## src/rtl/pdm_cic_decimator_if.sv

```systemverilog
// PDM-in / PCM-out port bundle for the CIC decimator.
// The master modport drives the PDM strobe and bit; the slave modport returns PCM samples.
interface pdm_cic_decimator_if #(
  parameter int LOG2_DECIM = 6,
  parameter int OUT_W      = 16
);
  logic                    pdm_en;
  logic                    pdm_data;
  logic signed [OUT_W-1:0] pcm_sample;
  logic                    pcm_valid;
  logic [LOG2_DECIM-1:0]   frame_cnt;

  modport master (
    output pdm_en,
    output pdm_data,
    input  pcm_sample,
    input  pcm_valid,
    input  frame_cnt
  );

  modport slave (
    input  pdm_en,
    input  pdm_data,
    output pcm_sample,
    output pcm_valid,
    output frame_cnt
  );
endinterface

```

## src/rtl/pdm_cic_decimator.sv

```systemverilog
// Third-order CIC decimator turning a strobed 1-bit PDM stream into signed PCM.
// Integrators advance on each PDM strobe; combs and the saturating output stage run once per frame.
module pdm_cic_decimator #(
  parameter int LOG2_DECIM = 6,
  parameter int OUT_W      = 16
) (
  input  logic               clk,
  input  logic               reset,
  pdm_cic_decimator_if.slave bus
);

  localparam int ACC_W = 3 * LOG2_DECIM + 2;
  // Drops the 3*L+1 bit magnitude of c3 down to OUT_W bits; assumes OUT_W <= 3*L+1.
  localparam int SHIFT = 3 * LOG2_DECIM + 1 - OUT_W;

  localparam logic signed [ACC_W-1:0] ACC_ONE   = {{(ACC_W-1){1'b0}}, 1'b1};
  localparam logic signed [ACC_W-1:0] ACC_M_ONE = {ACC_W{1'b1}};
  localparam logic signed [ACC_W-1:0] ACC_Y_MAX = {{(ACC_W-OUT_W+1){1'b0}}, {(OUT_W-1){1'b1}}};
  localparam logic signed [ACC_W-1:0] ACC_Y_MIN = {{(ACC_W-OUT_W+1){1'b1}}, {(OUT_W-1){1'b0}}};
  localparam logic signed [OUT_W-1:0] OUT_MAX   = {1'b0, {(OUT_W-1){1'b1}}};
  localparam logic signed [OUT_W-1:0] OUT_MIN   = {1'b1, {(OUT_W-1){1'b0}}};
  localparam logic [LOG2_DECIM-1:0]   CNT_LAST  = {LOG2_DECIM{1'b1}};
  localparam logic [LOG2_DECIM-1:0]   CNT_ONE   = {{(LOG2_DECIM-1){1'b0}}, 1'b1};

  function automatic logic signed [ACC_W-1:0] pdm_to_x(input logic bit_in);
    if (bit_in) begin
      return ACC_ONE;
    end else begin
      return ACC_M_ONE;
    end
  endfunction

  logic signed [ACC_W-1:0] int1_r, int2_r, int3_r;
  logic signed [ACC_W-1:0] dly1_r, dly2_r, dly3_r;
  logic [LOG2_DECIM-1:0]   count_r;
  logic                    dec_tick_r;
  logic signed [OUT_W-1:0] pcm_sample_r;
  logic                    pcm_valid_r;

  logic signed [ACC_W-1:0] int1_nxt_s, int2_nxt_s, int3_nxt_s;
  logic signed [ACC_W-1:0] comb1_s, comb2_s, comb3_s;
  logic signed [ACC_W-1:0] scaled_s;
  logic signed [OUT_W-1:0] sat_s;

  // Integrator cascade and comb/scale/saturate datapath.
  always_comb begin
    int1_nxt_s = int1_r + pdm_to_x(bus.pdm_data);
    int2_nxt_s = int2_r + int1_nxt_s;
    int3_nxt_s = int3_r + int2_nxt_s;
    // int3_r already holds the frame's last bit when dec_tick_r is high.
    comb1_s    = int3_r - dly1_r;
    comb2_s    = comb1_s - dly2_r;
    comb3_s    = comb2_s - dly3_r;
    scaled_s   = comb3_s >>> SHIFT;
    sat_s      = scaled_s[OUT_W-1:0];
    if (scaled_s > ACC_Y_MAX) begin
      sat_s = OUT_MAX;
    end else if (scaled_s < ACC_Y_MIN) begin
      sat_s = OUT_MIN;
    end else begin
      sat_s = scaled_s[OUT_W-1:0];
    end
  end

  // Integrators, frame counter and the registered decimation tick.
  always_ff @(posedge clk) begin
    if (reset) begin
      int1_r     <= '0;
      int2_r     <= '0;
      int3_r     <= '0;
      count_r    <= '0;
      dec_tick_r <= 1'b0;
    end else begin
      if (bus.pdm_en) begin
        int1_r  <= int1_nxt_s;
        int2_r  <= int2_nxt_s;
        int3_r  <= int3_nxt_s;
        count_r <= count_r + CNT_ONE;
      end
      dec_tick_r <= bus.pdm_en && (count_r == CNT_LAST);
    end
  end

  // Comb delays and output register, updated once per decimation tick.
  always_ff @(posedge clk) begin
    if (reset) begin
      dly1_r       <= '0;
      dly2_r       <= '0;
      dly3_r       <= '0;
      pcm_sample_r <= '0;
      pcm_valid_r  <= 1'b0;
    end else begin
      pcm_valid_r <= dec_tick_r;
      if (dec_tick_r) begin
        dly1_r       <= int3_r;
        dly2_r       <= comb1_s;
        dly3_r       <= comb2_s;
        pcm_sample_r <= sat_s;
      end
    end
  end

  assign bus.pcm_sample = pcm_sample_r;
  assign bus.pcm_valid  = pcm_valid_r;
  assign bus.frame_cnt  = count_r;

endmodule

```

## src/flat_wrapper.sv

```systemverilog
// flat-port wrapper written by rule: the top's interface ports become plain ports
module pdm_cic_decimator_flat 
#(
  parameter int LOG2_DECIM = 6,
  parameter int OUT_W      = 16
)
  (clk, reset, bus_pdm_en, bus_pdm_data, bus_pcm_sample, bus_pcm_valid, bus_frame_cnt);
  pdm_cic_decimator_if #(.LOG2_DECIM(LOG2_DECIM), .OUT_W(OUT_W)) bus_i ();
  input  logic clk;
  input  logic reset;
  input wire logic [$bits(bus_i.pdm_en)-1:0] bus_pdm_en;
  input wire logic [$bits(bus_i.pdm_data)-1:0] bus_pdm_data;
  output wire logic [$bits(bus_i.pcm_sample)-1:0] bus_pcm_sample;
  output wire logic [$bits(bus_i.pcm_valid)-1:0] bus_pcm_valid;
  output wire logic [$bits(bus_i.frame_cnt)-1:0] bus_frame_cnt;
  assign bus_i.pdm_en = bus_pdm_en;
  assign bus_i.pdm_data = bus_pdm_data;
  assign bus_pcm_sample = bus_i.pcm_sample;
  assign bus_pcm_valid = bus_i.pcm_valid;
  assign bus_frame_cnt = bus_i.frame_cnt;
  pdm_cic_decimator #(.LOG2_DECIM(LOG2_DECIM), .OUT_W(OUT_W)) u_core (.clk(clk), .reset(reset), .bus(bus_i));
endmodule
```

## config.mk

```make
export PLATFORM = sky130hd
export DESIGN_NAME = pdm_cic_decimator_flat
export DESIGN_NICKNAME = d
export VERILOG_FILES = /design/src/rtl/pdm_cic_decimator_if.sv /design/src/rtl/pdm_cic_decimator.sv /design/src/flat_wrapper.sv
export SDC_FILE = /design/constraint.sdc
export NUM_CORES = 1
export LEC_CHECK = 0
export CORE_MARGIN = 2
export CORE_UTILIZATION = 49
export CTS_BUF_LIST = sky130_fd_sc_hd__clkbuf_4
export DETAILED_ROUTE_END_ITERATION = 10
export PLACE_DENSITY = 0.64
export SYNTH_ARGS = -nofsm -noshare
export SYNTH_HDL_FRONTEND = slang
export SYNTH_SLANG_ARGS = --single-unit
```

## constraint.sdc

```tcl
create_clock -name clk -period 11.1 [get_ports clk]
set_input_delay 1.11 -clock clk [delete_from_list [all_inputs] [get_ports clk]]
set_output_delay 1.11 -clock clk [all_outputs]
set_load 0.005 [all_outputs]
```

# ---- After elaboration in Yosys (flattened, before gate mapping)
# Cells that the tools add are included.
dict set report totals {
  register_bits 144
  input_bits 4
}
dict set report classes {
  magnitude_cmp 2
  reduce_logical 1
  n_mux 3
  add_sub_neg 7
  n_eq_ne 1
}
# op count
set ops {}
lappend ops {{$add A20 B20 Y20} 3}
lappend ops {{$sub A20 B20 Y20} 3}
lappend ops {{$mux W16} 2}
lappend ops {{$mux W20} 1}
lappend ops {{$gt A17 B16 Y1 const B} 1}
lappend ops {{$lt A17 B16 Y1 const B} 1}
lappend ops {{$add A6 B1 Y6 const B} 1}
lappend ops {{$eq A6 B6 Y1 const B} 1}
lappend ops {{$logic_and A1 B1 Y1} 1}

# ---- Longest topological paths before layout
# Gate-level depths: netlist (run 1).
dict set report logic_depth {
  word_depth 6
  depth_mapped 32
  mapped_depth_nobuf 31
}

# ---- Worst setup path after synthesis (run 1)
# Ideal clock, no wire load.
dict set report synth_path {
  path_kind {input -> register}
  startpoint {in bus_pdm_data}
  endpoint {reg u_core.int3_r[19]}
  t_arrival_ns 6.166
  path_slack_ns 4.819
  required_time_ns 10.984
  path_stages 28
  path_buffers 0
  cell_sequence {inv_1 ha_1 nor2b_1 o21ai_0 a21boi_0 o21ai_0 a21boi_0 o21a_1 o21a_1 o21a_1 nor2_1 xnor2_1 ha_1 o21a_1 o31ai_1 nand2b_1 a21oi_1 xnor2_1 ha_1 a21o_1 a211o_1 or3_1 nor2_1 o21ai_0 a31oi_1 xnor2_1 a21oi_1 a31o_1}
}
dict set report synth_via {
  elab_chain_cells 4
}
# element line_no
set synth_lines {}
lappend synth_lines {{start, declared} flat_wrapper.sv:12} ;# input wire logic [$bits(bus_i.pdm_data)-1:0] bus_pdm_data;
lappend synth_lines {{$mux W20} pdm_cic_decimator.sv:26} ;# if (bit_in) begin
lappend synth_lines {{$add A20 B20 Y20} pdm_cic_decimator.sv:47} ;# int1_nxt_s = int1_r + pdm_to_x(bus.pdm_data);
lappend synth_lines {{via u_core.int1_nxt_s[10]} pdm_cic_decimator.sv:40} ;# logic signed [ACC_W-1:0] int1_nxt_s, int2_nxt_s, int3_nxt_s;
lappend synth_lines {{$add A20 B20 Y20} pdm_cic_decimator.sv:48} ;# int2_nxt_s = int2_r + int1_nxt_s;
lappend synth_lines {{via u_core.int2_nxt_s[12]} pdm_cic_decimator.sv:40}
lappend synth_lines {{$add A20 B20 Y20} pdm_cic_decimator.sv:49} ;# int3_nxt_s = int3_r + int2_nxt_s;
lappend synth_lines {{end signal, assigned} pdm_cic_decimator.sv:77} ;# int3_r <= int3_nxt_s;
lappend synth_lines {{end, declared} pdm_cic_decimator.sv:33} ;# logic signed [ACC_W-1:0] int1_r, int2_r, int3_r;
# The timed path passes the listed nets, and every way through them passes these cells.
# A chain may end at the register's enable or synchronous reset.

# ---- Final worst setup path (run 1)
# Ends and elaborated chain as after synthesis.

==> flow_metrics.env, run 1 <==
export IMPL_hold_path_class="reg2reg"
export IMPL_diodes=0
export IMPL_die_x_um=148.1
export IMPL_worstPathRequired_ns=11.56
export IMPL_drive_above_1_share_pct=5.045
export IMPL_cts_sinks=144
export IMPL_drc=0
export IMPL_crit_top_cell="o21ai_0"
export IMPL_first_pass_iters=4
export IMPL_gr_total_overflow=0
export IMPL_grt_usage_pct=17.69
export IMPL_critPathLaunchType="primary input"
export IMPL_slowest_stage="clkdlybuf4s50_1"
export IMPL_grt_antenna_before_repair=0
export IMPL_slew_violations=0
export IMPL_layout_commonest_cell="nor2_1"
export IMPL_fin_crit_sh_pct=63.16
export IMPL_drt_iter0_drc=232
export IMPL_vias_per_cell=5.271
export IMPL_fmax_mhz=142.6
export IMPL_worst_hold_startpoint="u_core.bus.frame_cnt[5]$_SDFFE_PP0P_"
export IMPL_num_rows=52
export IMPL_clkLatencyLatePin_ns=0.55
export IMPL_r2r_start="u_core.int3_r[0]$_SDFFE_PP0P_"
export IMPL_min_to="u_core.dec_tick_r$_SDFF_PP0_"
export IMPL_yosysWarningCount=0
export IMPL_drt_wl_total_um=18850
export IMPL_area_growth_pct=7.388
export IMPL_die_area_um2=21940
export IMPL_synth_fp_nets=1308
export IMPL_path_clk_slew_ns=0.14
export IMPL_synth_edf_count=0
export IMPL_postSynthAreaPerCell_um2=8.581
export IMPL_cts_hold_buf=0
export IMPL_place_hpwl_um=13750
export IMPL_wire_per_inst_um=12.75
export IMPL_die_h_um=148.1
export IMPL_skew_ns=0.02893
export IMPL_port_buffers=26
export IMPL_arrival_ns=7.47
export IMPL_place_congestion=0.8685
export IMPL_postSynthCellCount=1186
export IMPL_max_slew_margin_rel_pct=17.18
export IMPL_setup_viol=0
export IMPL_clock_root_buffer="clkbuf_4"
export IMPL_nNetsFinal=1318
export IMPL_postRouteAntennaNets=0
export IMPL_final_cell_mix="nor2_1 (180), dfxtp_1 (143), ha_1 (113), mux2i_1 (95), inv_1 (85)"
export IMPL_ys_ff_latch=144
export IMPL_syn_area_um2=10180
export IMPL_fill_cells=1871
export IMPL_path_class="in2reg"
export IMPL_critPathMaxStageDelay_ns=0.53
export IMPL_worst_path_max_fanout=19
export IMPL_worst_slew_pin_slew_ns=1.238
export IMPL_clockBufferDepth=2
export IMPL_reg2reg_slack_ns=4.50
export IMPL_yosysUniqueCellTypes=71
export IMPL_worstRegToRegCells=31
export IMPL_start_util_pct=50.14
export IMPL_async_flop_share_pct=0
export IMPL_cts_made_buffers=17
export IMPL_hold_viol_final=0
export IMPL_rsz0062_at_grt="no"
export IMPL_cts_resized=0
export IMPL_cts_setup_buffers=0
export IMPL_status="completed"
export IMPL_rr_endpoint="u_core.bus.pcm_sample[13]$_SDFFE_PP0P_"
export IMPL_cts_tree="built"
export IMPL_fin_crit_ns=7.011
export IMPL_core_um2=20300
export IMPL_ys_flop_type="dfxtp_1"
export IMPL_synth_seq_area_share_pct=28.33
export IMPL_grt_pass1_vias=7205
export IMPL_io_pins=27
export IMPL_num_vias=7796
export IMPL_min_path_cells=2
export IMPL_cap_violations=0
export IMPL_grt_pass1_wl_um=32530
export IMPL_fin_setup_tns_ns=0
export IMPL_critPathCaptureType="flip-flop"
export IMPL_grt_max_degree=87
export IMPL_cts_htree_levels=4
critical path: cells and delay by family:
kind / cells / cell delay [ns]
xor gates and xnor gates: 2 / 0.32
buffers and inverters: 2 / 0.87
adders and majority gates: 3 / 1.13
AOI/OAI and AO/OA: 15 / 3.00
and+or+nand+nor: 7 / 1.04
cell usage after synthesis, drive strengths merged (8+ instances only):
master	n	area share [%]
nor2b	16	0.98
nand3	17	0.84
nand4	8	0.49
xor2	20	1.7
a221o	11	1.1
a21oi	71	3.5
nor2	180	6.6
buf	8	0.31
o21bai	11	0.81
a22o	8	0.69
inv	85	3.1
nand2b	16	0.98
dfxtp	144	28
mux2i	95	9.3
nand2	40	1.5
o21ai	44	2.2
a21o	19	1.4
nor3	21	1.0
a21boi	8	0.70
xnor2	80	6.9
a211oi	21	1.8
clkbuf	29	1.1
o21a	30	2.2
ha	113	14
metal layers:
metal | vias up | track usage, % | wire length (um)
met3 | 17 | 3.374 | 391
li1 | 4199 | - | -
met4 | 0 | 4.905 | 274
met1 | 3519 | 22.13 | 9422
met5 | - | 0 | 0
met2 | 61 | 31.16 | 8763
how the worst max path moves through the flow:
stage / to / slack, ns / from / depth (start not counted)
floorplan: u_core.int3_r[19]$_SDFFE_PP0P_ / 4.82 / bus_pdm_data / 28
global placement: u_core.int3_r[19]$_SDFFE_PP0P_ / 3.70 / bus_pdm_data / 29
detailed placement: u_core.int3_r[19]$_SDFFE_PP0P_ / 3.57 / bus_pdm_data / 29
CTS: u_core.int3_r[19]$_SDFFE_PP0P_ / 4.16 / bus_pdm_data / 29
global route: u_core.int3_r[19]$_SDFFE_PP0P_ / 3.44 / bus_pdm_data / 29
finish: u_core.int3_r[19]$_SDFFE_PP0P_ / 4.09 / bus_pdm_data / 29
flip-flops by register name, summed over array words and instances, names as in the netlist, 6 cells and up:
register / count
u_core.dly2_r: 20
u_core.dly1_r: 20
u_core.int3_r: 20
u_core.int2_r: 20
u_core.int1_r: 20
u_core.bus.pcm_sample: 16
u_core.bus.frame_cnt: 6
u_core.dly3_r: 20
per-stage QoR:
| step | instances | instance area, um2 | utilization [%] | hold slack (ns) | worst slack, ns |
|---|---|---|---|---|---|
| 3_5_place_dp | 1447 | 10650 | 52.46 | 0.4418 | 3.568 |
| 6_report | 1479 | 10930 | 53.84 | 0.4815 | 4.089 |
| 4_1_cts | 1479 | 10930 | 53.84 | 0.4797 | 4.157 |
| 5_1_grt | 1479 | 10930 | 53.84 | 0.5048 | 3.443 |
| 3_3_place_gp | 1447 | 10650 | 52.46 | 0.4472 | 3.701 |
| 2_1_floorplan | 1186 | 10180 | - | 0.4424 | 4.819 |
logic make-up after synthesis:
logic type | count (synthesis) | synth area share [%]
AOI/OAI and AO/OA | 270 | 18.72
xor gates and xnor gates | 103 | 9.282
adders and majority gates | 119 | 14.99
buffers and inverters | 122 | 4.512
DFF | 144 | 28.33
muxes | 95 | 9.343
and+or+nand+nor | 333 | 14.83
cell type report:
class	count	area, um2	share of cell area [%]
timing repair buffer	28	270.3	2.473
sequential	144	2887	26.41
tap	270	337.8	3.091
clock buffer	19	142.6	1.305
clock inverter	13	137.6	1.259
multi-input combinational	920	6835	62.54
inverter	85	319.1	2.919
Power of run 1 is left out: the tool's default activity adds up to more than one toggle a clock period on the data nets, which glitch-free logic cannot reach.
==> inputs of run 2 (changes only) <==
--- a/config.mk
+++ b/config.mk
@@ -9,7 +9,7 @@
 export CORE_UTILIZATION = 49
 export CTS_BUF_LIST = sky130_fd_sc_hd__clkbuf_4
 export DETAILED_ROUTE_END_ITERATION = 10
-export PLACE_DENSITY = 0.64
+export PLACE_DENSITY = 0.66
 export SYNTH_ARGS = -nofsm -noshare
 export SYNTH_HDL_FRONTEND = slang
 export SYNTH_SLANG_ARGS = --single-unit
==> constraint.sdc (replaced) <==
create_clock -name clk -period 5.9 [get_ports clk]
set_input_delay 0.59 -clock clk [delete_from_list [all_inputs] [get_ports clk]]
set_output_delay 0.59 -clock clk [all_outputs]
set_load 0.005 [all_outputs]
==> run 2 against run 1 <==
  * Non-clock buffer count is 98 higher
  * Global-route usage is 0.73 points higher
  * First-iteration DRC count is 1.3% lower
  * Via count is 5.7% higher
  * Die area stayed put
  * Count of clock-buffer cells in the layout is 1 higher
  * Critical path depth is 1 lower
  * Register-to-register slack worse by 4.3 ns
  * Sequential share of layout area is 2.2 points lower
==> flow_metrics.env, run 2 (synthesized netlist as in run 1, its figures left out) <==
export IMPL_worst_path_max_fanout=6
export IMPL_hold_viol_final=0
export IMPL_fin_crit_sh_pct=96.17
export IMPL_final_cell_mix="nor2_1 (177), dfxtp_1 (140), ha_1 (108), buf_4 (102), mux2i_1 (95)"
export IMPL_arrival_ns=6.14
export IMPL_layout_commonest_cell="nor2_1"
export IMPL_grt_usage_pct=18.43
export IMPL_die_x_um=148.1
export IMPL_fin_crit_ns=5.674
export IMPL_cp_top_family="compound AO/OA/AOI/OAI gates"
export IMPL_core_um2=20300
export IMPL_critPathMaxStageDelay_ns=0.35
export IMPL_die_area_um2=21940
export IMPL_drc=0
export IMPL_grt_pass1_wl_um=33980
export IMPL_postRouteAntennaNets=0
export IMPL_skew_ns=0.02115
export IMPL_critPathCaptureType="flip-flop"
export IMPL_vias_per_cell=5.222
export IMPL_io_pins=27
export IMPL_clock_root_buffer="clkbuf_4"
export IMPL_max_slew_margin_rel_pct=40.91
export IMPL_first_pass_iters=4
export IMPL_rsz0062_at_grt="yes"
export IMPL_critPathBufInv=3
export IMPL_cts_tree="built"
export IMPL_register_area_um2=2890
export IMPL_path_class="reg2reg"
export IMPL_num_rows=52
export IMPL_hold_path_class="reg2reg"
export IMPL_multi_input_area_um2=7068
export IMPL_cts_hold_buf=0
export IMPL_die_h_um=148.1
export IMPL_slew_violations=0
export IMPL_critPathLaunchType="flip-flop"
export IMPL_grt_pass1_vias=7807
export IMPL_port_buffers=26
export IMPL_wire_per_inst_um=12.50
export IMPL_place_hpwl_um=14560
export IMPL_worst_slew_pin_slew_ns=0.8864
export IMPL_fin_area_um2=11940
export IMPL_drive_above_1_share_pct=15.15
export IMPL_status="completed"
export IMPL_cap_violations=0
export IMPL_grt_antenna_before_repair=1
export IMPL_cts_sinks=144
export IMPL_fmax_mhz=176.2
export IMPL_start_util_pct=50.14
export IMPL_clockBufferDepth=2
export IMPL_drt_iter0_drc=229
export IMPL_cts_htree_levels=4
export IMPL_dpl_cell_area_um2=11350
export IMPL_grt_max_degree=88
export IMPL_setup_viol=0
export IMPL_worstPathRequired_ns=6.37
export IMPL_nNetsFinal=1416
export IMPL_drt_wl_total_um=19720
export IMPL_cts_made_buffers=17
export IMPL_clkLatencyLatePin_ns=0.54
export IMPL_place_congestion=0.8988
export IMPL_path_clk_slew_ns=0.12
export IMPL_num_vias=8240
export IMPL_fill_cells=1814
export IMPL_slowest_stage="xnor3_2"
export IMPL_gr_total_overflow=0
export IMPL_area_growth_pct=17.32
## run 2: per-stage QoR
step                      cells  hold WS (ns)  setup WS [ns]  util [%]  setup TNS (ns)
after floorplan            1186        0.4424         0.1386         -               0
after global placement     1540        0.4423        -0.2142     55.90          -1.111
after detailed placement   1540        0.4458        -0.3181     55.90          -1.888
after CTS                  1572        0.4575        0.03843     57.48               0
after global routing       1578        0.4559        -0.1005     58.82         -0.6737
final                      1578        0.4603         0.2257     58.82               0
## run 2: per-layer routing
metal,up-vias,share of wire (%),GRT usage [%]
met5,-,0,0
met4,0,1.5,4.952
met3,19,2.1,3.558
met2,67,49,33.59
met1,3756,48,22.14
li1,4398,-,-
## run 2: cell type report
cell class                 count  share of cell area (%)
antenna                        1                 0.02096
clock buffer                  20                   1.257
clock inverter                12                   1.394
inverter                      85                   2.672
multi-input combinational    920                   59.20
sequential                   144                   24.21
tap                          270                   2.829
timing repair buffer         126                   8.425
## run 2: tightest hold or removal path, stage by stage, from the launching register on
cell     delay, ns
dfxtp_1       0.35
nand2_1       0.06
nor3_1        0.03
## run 2: worst paths after layout
| path | startpoint | endpoint | slack, ns | cells after the start |
|---|---|---|---|---|
| setup / recovery | u_core.int3_r[0]$_SDFFE_PP0P_ | u_core.bus.pcm_sample[10]$_SDFFE_PP0P_ | 0.23 | 28 |
| hold / removal | u_core.bus.frame_cnt[5]$_SDFFE_PP0P_ | u_core.dec_tick_r$_SDFF_PP0_ | 0.46 | 2 |
| setup reg to reg | u_core.int3_r[0]$_SDFFE_PP0P_ | u_core.bus.pcm_sample[10]$_SDFFE_PP0P_ | 0.23 | 28 |
| hold reg to reg | u_core.bus.frame_cnt[5]$_SDFFE_PP0P_ | u_core.dec_tick_r$_SDFF_PP0_ | 0.46 | 2 |
## run 2: timing repair
item,CTS,global route
buffers inserted,0,5
endpoints found under the setup margin,13,19
resized for setup,2,54
gates cloned,0,0
pin swaps,0,27
Power of run 2 is left out for the same reason.
==> inputs of run 3 (changes only) <==
--- a/config.mk
+++ b/config.mk
@@ -10,6 +10,7 @@
 export CTS_BUF_LIST = sky130_fd_sc_hd__clkbuf_4
 export DETAILED_ROUTE_END_ITERATION = 10
 export PLACE_DENSITY = 0.66
+export SKIP_LAST_GASP = 1
 export SYNTH_ARGS = -nofsm -noshare
 export SYNTH_HDL_FRONTEND = slang
 export SYNTH_SLANG_ARGS = --single-unit
==> run 3 against run 2 <==
  * Cell count stayed put
  * Critical path depth did not move
  * Critical path type unchanged
  * Sequential cell count unchanged
  * Sequential share of layout area stayed put
  * Setup slack lost 0.0018 ns
  * Count of clock-buffer cells in the layout did not move
  * Clock skew is essentially flat
  * Design area unchanged
==> flow_metrics.env, run 3 (synthesized netlist as in run 1, its figures left out) <==
export IMPL_core_um2=20300
export IMPL_grt_pass1_vias=7807
export IMPL_worstSetupStartpoint="u_core.int3_r[0]$_SDFFE_PP0P_"
export IMPL_grt_max_degree=88
export IMPL_status="completed"
export IMPL_cts_made_buffers=17
export IMPL_whs_ns=0.4603
export IMPL_path_clk_slew_ns=0.12
export IMPL_path_class="reg2reg"
export IMPL_worst_hold_startpoint="u_core.bus.frame_cnt[5]$_SDFFE_PP0P_"
export IMPL_num_rows=52
export IMPL_arrival_ns=6.15
export IMPL_die_x_um=148.1
export IMPL_drive_above_1_share_pct=15.15
export IMPL_instances_no_fill=1578
export IMPL_critPathLaunchType="flip-flop"
export IMPL_cts_tree="built"
export IMPL_grt_pass1_wl_um=33980
export IMPL_slowest_stage="xnor3_2"
export IMPL_cp_top_family="compound AO/OA/AOI/OAI gates"
export IMPL_worstPathRequired_ns=6.37
export IMPL_gr_total_overflow=0
export IMPL_r2r_start="u_core.int3_r[0]$_SDFFE_PP0P_"
export IMPL_fin_crit_ns=5.676
export IMPL_grt_antenna_before_repair=1
export IMPL_grt_usage_pct=18.43
export IMPL_drt_iter0_drc=213
export IMPL_critPathCaptureType="flip-flop"
export IMPL_die_area_um2=21940
export IMPL_layout_commonest_cell="nor2_1"
export IMPL_die_h_um=148.1
export IMPL_nNetsFinal=1416
export IMPL_fill_cells=1814
export IMPL_drt_wl_total_um=19720
export IMPL_fmax_mhz=176.2
export IMPL_num_vias=8238
export IMPL_fin_setup_tns_ns=0
export IMPL_io_pins=27
export IMPL_critPathBufInv=3
export IMPL_clkLatencyLatePin_ns=0.55
export IMPL_place_hpwl_um=14560
export IMPL_fin_crit_sh_pct=96.20
export IMPL_place_congestion=0.8988
export IMPL_hold_viol_final=0
export IMPL_worst_slew_pin_slew_ns=0.8863
export IMPL_slew_violations=0
export IMPL_cts_sinks=144
export IMPL_cts_htree_levels=4
export IMPL_setup_viol=0
export IMPL_fin_util_pct=58.82
export IMPL_drc=0
export IMPL_rsz0062_at_grt="yes"
export IMPL_hold_path_class="reg2reg"
export IMPL_max_slew_margin_rel_pct=40.91
export IMPL_start_util_pct=50.14
export IMPL_wire_per_inst_um=12.50
export IMPL_critPathMaxStageDelay_ns=0.35
export IMPL_skew_ns=0.02115
export IMPL_first_pass_iters=4
export IMPL_port_buffers=26
export IMPL_dp_cells=1540
export IMPL_worst_path_max_fanout=6
export IMPL_clockBufferDepth=2
export IMPL_clock_root_buffer="clkbuf_4"
export IMPL_postRouteAntennaNets=0
export IMPL_cap_violations=0
export IMPL_final_cell_mix="nor2_1 (177), dfxtp_1 (140), ha_1 (108), buf_4 (102), mux2i_1 (95)"
export IMPL_vias_per_cell=5.221
export IMPL_area_growth_pct=17.32
[run 3: timing repair]
| action | 4_1_cts | 5_1_grt |
|---|---|---|
| hold buffers | 0 | 0 |
| pin swaps | 0 | 26 |
| cloned | 0 | 0 |
| endpoints found under the setup margin | 13 | 19 |
| resized for setup | 2 | 54 |
| buffers inserted | 0 | 5 |
[run 3: cell type report]
class,instances,area (um2),area share [%]
clock buffer,20,150.1,1.257
multi-input combinational,920,7068,59.20
antenna,1,2.502,0.02096
sequential,144,2890,24.21
inverter,85,319.1,2.672
timing repair buffer,126,1006,8.425
tap,270,337.8,2.829
clock inverter,12,166.4,1.394
[run 3: path summary, 6_finish.rpt]
path	cells past startpoint	to	slack, ns
max	28	u_core.bus.pcm_sample[10]$_SDFFE_PP0P_	0.22
min	2	u_core.dec_tick_r$_SDFF_PP0_	0.46
max reg2reg	28	u_core.bus.pcm_sample[10]$_SDFFE_PP0P_	0.22
min reg2reg	2	u_core.dec_tick_r$_SDFF_PP0_	0.46
[run 3: metrics by stage]
step / cell area, um2 / worst slack [ns]
global route: 11940 / -0.1005
floorplan: 10180 / 0.1386
finish: 11940 / 0.2239
detailed placement: 11350 / -0.3181
CTS: 11670 / 0.03843
global placement: 11350 / -0.2142
[run 3: worst register-to-register path: cells and delay by family, from the launching register on]
| kind | cells | cell delay [ns] |
|---|---|---|
| buf+inv | 3 | 0.39 |
| flops | 1 | 0.34 |
| simple gates | 3 | 0.27 |
| compound gates | 13 | 2.62 |
| xor+xnor | 4 | 0.68 |
| fa+ha+maj | 5 | 1.33 |
[run 3: metal layers]
metal / vias to the layer above / global-route usage (%) / share of wire [%]
li1: 4397 / - / -
met1: 3752 / 22.14 / 48
met2: 70 / 33.59 / 49
met3: 19 / 3.558 / 2.1
met4: 0 / 4.952 / 1.5
met5: - / 0 / 0
Power of run 3 is left out for the same reason.
